<file path="src/rtl/ram_sdp_be.sv">
// Simple-dual-port RAM with a byte-enabled write port, a registered read port
// with a valid flag, a selectable read-during-write policy and a clear engine
// that zeroes the whole array after reset or on request.
//
//   state | meaning
//   ------+---------------------------------------------------------------
//   CLEAR | clear engine writes zero to array[ptr] each edge; ports ignored
//   IDLE  | normal operation; write and read ports active, clr accepted
module ram_sdp_be #(
   parameter int Data_width = 32,
   parameter int Addr_width = 7,
   parameter int Byte_width = 8,
   parameter int RDW_mode   = 0
) (
   input  logic                               clk,
   input  logic                               rst,
   input  logic                               clr,
   output logic                               busy,
   input  logic                               we,
   input  logic [Addr_width-1:0]              waddr,
   input  logic [Data_width/Byte_width-1:0]   be,
   input  logic [Data_width-1:0]              d,
   input  logic                               re,
   input  logic [Addr_width-1:0]              raddr,
   output logic [Data_width-1:0]              q,
   output logic                               q_valid
);

   localparam int Lanes = Data_width / Byte_width;

   typedef enum logic {CLEAR, IDLE} state_t;

   state_t                state;
   logic [Addr_width-1:0] ptr;
   logic [Data_width-1:0] mem [2**Addr_width];
   logic                  accept_wr;
   logic                  accept_rd;
   logic [Data_width-1:0] rd_word;

   // A clr in IDLE takes priority over any port access in the same cycle.
   assign accept_wr = (state == IDLE) && !clr && we;
   assign accept_rd = (state == IDLE) && !clr && re;
   assign busy      = (state == CLEAR);

   // Clear sequencing: sweep the pointer over every address, then go idle.
   always_ff @(posedge clk or posedge rst) begin
      if (rst) begin
         state <= CLEAR;
         ptr   <= '0;
      end else begin
         case (state)
            CLEAR: begin
               ptr <= ptr + 1'b1;
               if (ptr == '1) state <= IDLE;
            end
            IDLE: begin
               if (clr) begin
                  state <= CLEAR;
                  ptr   <= '0;
               end
            end
            default: begin
               state <= CLEAR;
               ptr   <= '0;
            end
         endcase
      end
   end

   // Read data selection; in new-data mode enabled lanes of a colliding write bypass the array.
   always_comb begin
      rd_word = mem[raddr];
      if ((RDW_mode != 0) && accept_wr && (waddr == raddr)) begin
         for (int i = 0; i < Lanes; i++) begin
            if (be[i]) rd_word[i*Byte_width +: Byte_width] = d[i*Byte_width +: Byte_width];
         end
      end
   end

   // Array update: zero fill while clearing, byte-lane merge write when idle.
   always_ff @(posedge clk) begin
      if (state == CLEAR) begin
         mem[ptr] <= '0;
      end else if (accept_wr) begin
         for (int i = 0; i < Lanes; i++) begin
            if (be[i]) mem[waddr][i*Byte_width +: Byte_width] <= d[i*Byte_width +: Byte_width];
         end
      end
   end

   // Registered read port; q holds its value whenever no read is accepted.
   always_ff @(posedge clk or posedge rst) begin
      if (rst) begin
         q       <= '0;
         q_valid <= 1'b0;
      end else if (accept_rd) begin
         q       <= rd_word;
         q_valid <= 1'b1;
      end else begin
         q_valid <= 1'b0;
      end
   end

endmodule
</file>
<file path="config.mk">
export PLATFORM = sky130hd
export DESIGN_NAME = ram_sdp_be
export DESIGN_NICKNAME = d
export VERILOG_FILES = /design/src/rtl/ram_sdp_be.sv
export SDC_FILE = /design/constraint.sdc
export NUM_CORES = 2
export LEC_CHECK = 0
export ABC_CLOCK_PERIOD_IN_PS = 6100
export CORE_MARGIN = 2
export CORE_UTILIZATION = 50
export CTS_CLUSTER_SIZE = 20
export DETAILED_ROUTE_END_ITERATION = 8
export PLACE_DENSITY = 0.65
export REMOVE_ABC_BUFFERS = 1
export SETUP_SLACK_MARGIN = 0.05
export SLEW_MARGIN = 15
export SYNTH_ARGS = -nofsm -noshare
export SYNTH_HDL_FRONTEND = slang
export SYNTH_SLANG_ARGS = --single-unit
</file>
<file path="constraint.sdc">
create_clock -name clk -period 6.1 [get_ports clk]
set_clock_uncertainty 0.2 [all_clocks]
set_input_delay 1.22 -clock clk [delete_from_list [all_inputs] [get_ports clk]]
set_output_delay 1.22 -clock clk [all_outputs]
set_load 0.02 [all_outputs]
</file>
# Yosys cells after proc, flatten, opt, wreduce, memory -nomap -nowiden
# Memories as Yosys holds them, arrays and structs flattened. A register that Yosys moved wholly into a read port is not among the register bits.
# Cells that the tools add are included.
# Widths: inputs -> output; s select.
totals:
  regBits: 9
  output_inout_bits: 34
  memories: 1
  inputBits: 55
  wordCells: 39
  mem_bits_rw: 4096
mem_list:
  columns: ["memory", "words", "width", "rd", "rd_clocked_by_memory_dff", "wr", "line", "source"]
  rows:
  - ["mem", 128, 32, 1, 1, 1, "35", "logic [Data_width-1:0] mem [2**Addr_width];"]
classes:
  n_addsub: 1
  reduce_logical: 5
  n_eq_ne: 2
  muxes: 26
  n_bitwise: 1
op_table:
  columns: ["cell", "n"]
  rows:
  - ["$mux 32", 1]
  - ["$reduce_or 32->1", 1]
  - ["$mux 1", 20]
  - ["$mux 7", 2]
  - ["$pmux 7 s2", 1]
  - ["$add 7x1->7 const B", 1]
  - ["$eq 7x7->1 const B", 1]
  - ["$mux 4", 1]
  - ["$logic_and 1x1->1", 3]
  - ["$ne 2x2->1 const B", 1]
  - ["$pmux 1 s2", 1]
  - ["$logic_not 1->1", 1]
  - ["$not 1->1", 1]

# Longest topological paths before layout
logic_depth:
  word_depth: 8
  mapped_depth: 12

# Least setup slack after synthesis
# Ideal clock, no wire load.
synth_timing:
  path_type: "input port to flip-flop"
  startpoint: "input clr"
  endpoint: "memory mem[0][10], data pin"
  slack_ns: 1.334
  stages: 7
  arrival_ns: 4.031
  path_cell_list: "nor2b_1 > clkbuf_1 > and3_1 > buf_2 > clkbuf_1 > clkbuf_1 > and2_1"
synth_between:
  elab_chain_cells: 8
synth_lines:
  columns: ["item", "line", "source"]
  rows:
  - ["start: declaration", "17", "input logic clr,"]
  - ["$logic_not 1->1 *", "41", "assign accept_wr = (state == IDLE) && !clr && we;"]
  - ["$logic_and 1x1->1 * (2 in series)", "41", null]
  - ["$mux 1", "84", "end else if (accept_wr) begin"]
  - ["$mux 1", "82", "if (state == CLEAR) begin"]
  - ["$mux 1 (implied by the code)", "86", "if (be[i]) mem[waddr][i*Byte_width +: Byte_width] <= d[i*Byte_width +: Byte_width];"]
  - ["$reduce_or 32->1 (no source line) *", null, null]
  - ["$mux 32 (no source line) *", null, null]
  - ["end: declaration", "35", null]
# Mark *: on every way between the ends. The rest lies on a longest branch, timed or not.

# Worst setup path in the final report
layout_timing:
  startpoint: "input clr"
  endpoint: "memory mem[5][30], enable pin"
layout_between:
  elab_chain_cells: 8
layout_lines:
  columns: ["item", "line"]
  rows:
  - ["$logic_not 1->1 *", "41"]
  - ["$logic_and 1x1->1 * (2 in series)", "41"]
  - ["$mux 1", "84"]
  - ["$mux 1", "82"]
  - ["$mux 1 (implied by the code)", "86"]
  - ["$reduce_or 32->1 (no source line)", null]
  - ["$mux 7 (no source line) / $mux 4 (equally long branches)", null]
# Marks and branches as above.

==> flow_summary.toml <==
[die]
die_w_um = 572
rows = 208
ios = 89
chipHeight_um = 572
die_area_sq_um = 327000
core_area_sq_um = 321000
initial_core_util_pct = 50.2

[timing]
maxSlewHeadroom_pct = 9.03
maxSlewViolCount = 0
finalCritPeriodShare_pct = 78.3
fin_setup_tns_ns = 0
fmax_ghz = 0.209
period_needed_ns = 4.78
hold_violations = 0
rsz0062_at_grt = "no"
setup_viol = 0
tightest_slew_ns = 1.35
final.setup.worst_slack_ns = 1.32

[power]
p_comb_share_pct = 9.0
p_switching_w = 0.0149
power.density_nw_per_um2 = 344
leakagePower_nw = 63.6
p_int_w = 0.0477
power_w = 0.0627
ir_drop_mv = 0.290
switching_share_pct = 23.8
power_frac_seq_pct = 51.3
power.share.clock_pct = 39.8

[global_route]
grt_pass1_vias = 80600
antenna_found_initial = 21
grt_pass1_wl_mm = 583
grt.total_usage_pct = 24.8
grt_max_degree = 124
overflow = 0

[clock_network]
clockRootBuffer = "clkbuf_16"
cts_hold_buffers = 0
clock_latency_ns = 0.92
cts_tree = "done"
cts_made_buffers = 408
cts_max_level = 5
postCtsSetupBuffers = 0
cts.sinks = 4137
cts_max_path_buffers = 4
cts_resized = 0
path_clk_slew_ns = 0.06

[critical_path]
path_cells = "clkdlybuf4s50_1, nor2b_1, nand3_1, buf_4, o21ai_0, nand2_1, buf_4, nor2_1"
cp_slowest_stage_delay_ns = 1.08
cp_max_fo = 34
critPathSlowestCell = "o21ai_0"
critPathBufInv = 3
worstSetupEndpointType = "flip-flop"
cp_top_family = "simple AND/OR/NAND/NOR gates"
critical_path_required_ns = 6.43
crit_arrival_ns = 5.10
crit_top_cell = "buf_4"
cp-start-kind = "input pin"
path_class = "in -> reg"

[final_layout]
most-common-layout-cells = "edfxtp_1, mux4_2, mux2i_1"
fillers = 23300
multiInputGateArea_sq_um = 34800
fin_nets = 8383
layout-drive-gt1-share_pct = 23.8
regArea_sq_um = 124000
layout.cells.most_common = "edfxtp_1"
synthToLayoutAreaGrowth_pct = 13.2
post-route-util_pct = 56.8

[drt]
avgRoutedWirePerCell_um = 31.4
drc_errors = 0
ant_nets = 0
viasPerCell = 6.24
drt_iter0_drc = 9922
routed_wl_mm = 408
vias = 80900
firstDrtPassIters = 6

[placement]
gp_congestion = 0.879
dp_hpwl_mm = 250
io_buffers = 88
preCtsSetupSlack_ns = 0.555

[worst_hold_path]
worst_hold_path_type = "reg -> reg"

[synth]
synth_area_per_cell_sq_um = 20.4
yosysWarnings = 0
ys.flop_type = "edfxtp_1"
synth-seq-cells = 4137
synth_edf_count = 4096
synth_seq_area_share_pct = 77.0
syn_area_sq_um = 161000
ys_types = 55
async_flop_share_pct = 0.991
synthCells = 7881

[status]
status = "completed"

[job]
drv_cap = 0
[power groups by stage]
stage          combinational, W  sequential [W]  clock [W]
6_report                0.00562          0.0321     0.0249
3_3_place_gp            0.00552          0.0327          0
4_1_cts                 0.00559          0.0321     0.0252
5_1_grt                 0.00578          0.0322     0.0262
2_1_floorplan           0.00230          0.0326          0
3_5_place_dp            0.00558          0.0327          0
[cell families (layout without fill, tap and decap cells)]
group	after synthesis	after routing	share of synthesized area (%)
AO/OA/AOI/OAI	728	728	3.16
XOR/XNOR	3	3	0.0163
adder cells (fa/ha/maj)	1	1	0.00777
buffers and inverters	520	1305	1.57
flip-flops	4137	4137	77.0
multiplexers	1592	1592	15.8
other	0	8	0
AND/OR/NAND/NOR	900	900	2.43
[flip-flops by register name, indices dropped and copies added, names as in the netlist]
register,cells
q,32
state,1
q_valid,1
ptr,7
mem,4096
[synthesized netlist by cell type (2+ instances only)]
cell type	instances	area, sq um
nand4_1	4	25.0
o211ai_1	2	15.0
nor4_1	60	375
a21o_1	12	90.1
a22o_1	31	272
mux2i_1	674	6750
a221o_1	32	320
o32ai_1	6	52.6
nor2_1	543	2040
buf_2	87	435
a31o_2	2	17.5
nand2b_1	8	50.1
o21ai_0	45	225
edfxtp_1	4096	123000
o221ai_1	34	298
nor2b_1	33	206
o21a_1	7	52.6
o22ai_1	196	1230
dfrtp_1	41	1030
buf_1	42	158
mux2_2	172	1940
clkbuf_1	283	1060
nand2_1	104	390
a21oi_1	145	726
a22oi_1	47	353
buf_6	23	259
a211oi_1	25	188
and2_1	34	213
buf_4	77	578
xnor2_1	2	17.5
nor3_1	80	400
nand3_1	12	60.1
a221oi_1	86	753
a211o_1	13	114
o41ai_1	2	17.5
or2_2	6	37.5
a31oi_1	4	25.0
nand3b_1	5	37.5
a2111oi_0	22	193
mux4_2	746	16800
o31ai_1	9	67.6
o41a_1	2	22.5
o31a_1	3	26.3
or3_1	7	43.8
inv_1	7	26.3
[stage by stage]
step           std cells  hold slack (ns)  cell area, sq um
2_1_floorplan       7368            0.351            159000
3_3_place_gp       12200            0.300            169000
3_5_place_dp       12200            0.301            169000
4_1_cts            13000            0.323            182000
5_1_grt            13000            0.346            182000
6_report           13000            0.327            182000
[metal layers]
metal	vias to the layer above	share of wire (%)	global-route usage, %
li1	33600	-	-
met1	42700	40	35.3
met2	3983	48	39.1
met3	669	8.4	4.31
met4	10	3.7	8.74
met5	-	0.035	0
[worst register-to-register path, stage by stage (launching register included)]
cell and delay (ns):
dfrtp_1 0.69, nor2b_1 0.65, nand3_1 0.19, buf_4 0.28, o21ai_0 1.08, nand2_1 0.15, buf_4 0.31, nor2_1 0.72
[cell type report]
class                      count  share of cell area (%)
multi-input combinational   3224                    19.1
sequential                  4137                    68.0
inverter                       7                  0.0151
clock buffer                 493                    5.89
timing repair buffer         549                    2.66
clock inverter               256                    1.35
tap                         4305                    2.95
antenna                        8                  0.0110
[final timing paths]
path,from,end,slack [ns],cells past startpoint
worst min-delay path,q[29]$_DFFE_PP0P_,q[29]$_DFFE_PP0P_,0.33,1
worst min register to register,q[29]$_DFFE_PP0P_,q[29]$_DFFE_PP0P_,0.33,1
worst max register to register,state$_DFF_PP0_,mem[5][30]$_DFFE_PP_,1.44,7
min in group asynchronous,rst,q[16]$_DFFE_PP0P_,0.69,2
max in group asynchronous,rst,q[4]$_DFFE_PP0P_,4.05,3
worst max-delay path,clr,mem[5][30]$_DFFE_PP_,1.32,8
(Power assumes the default switching activity.)
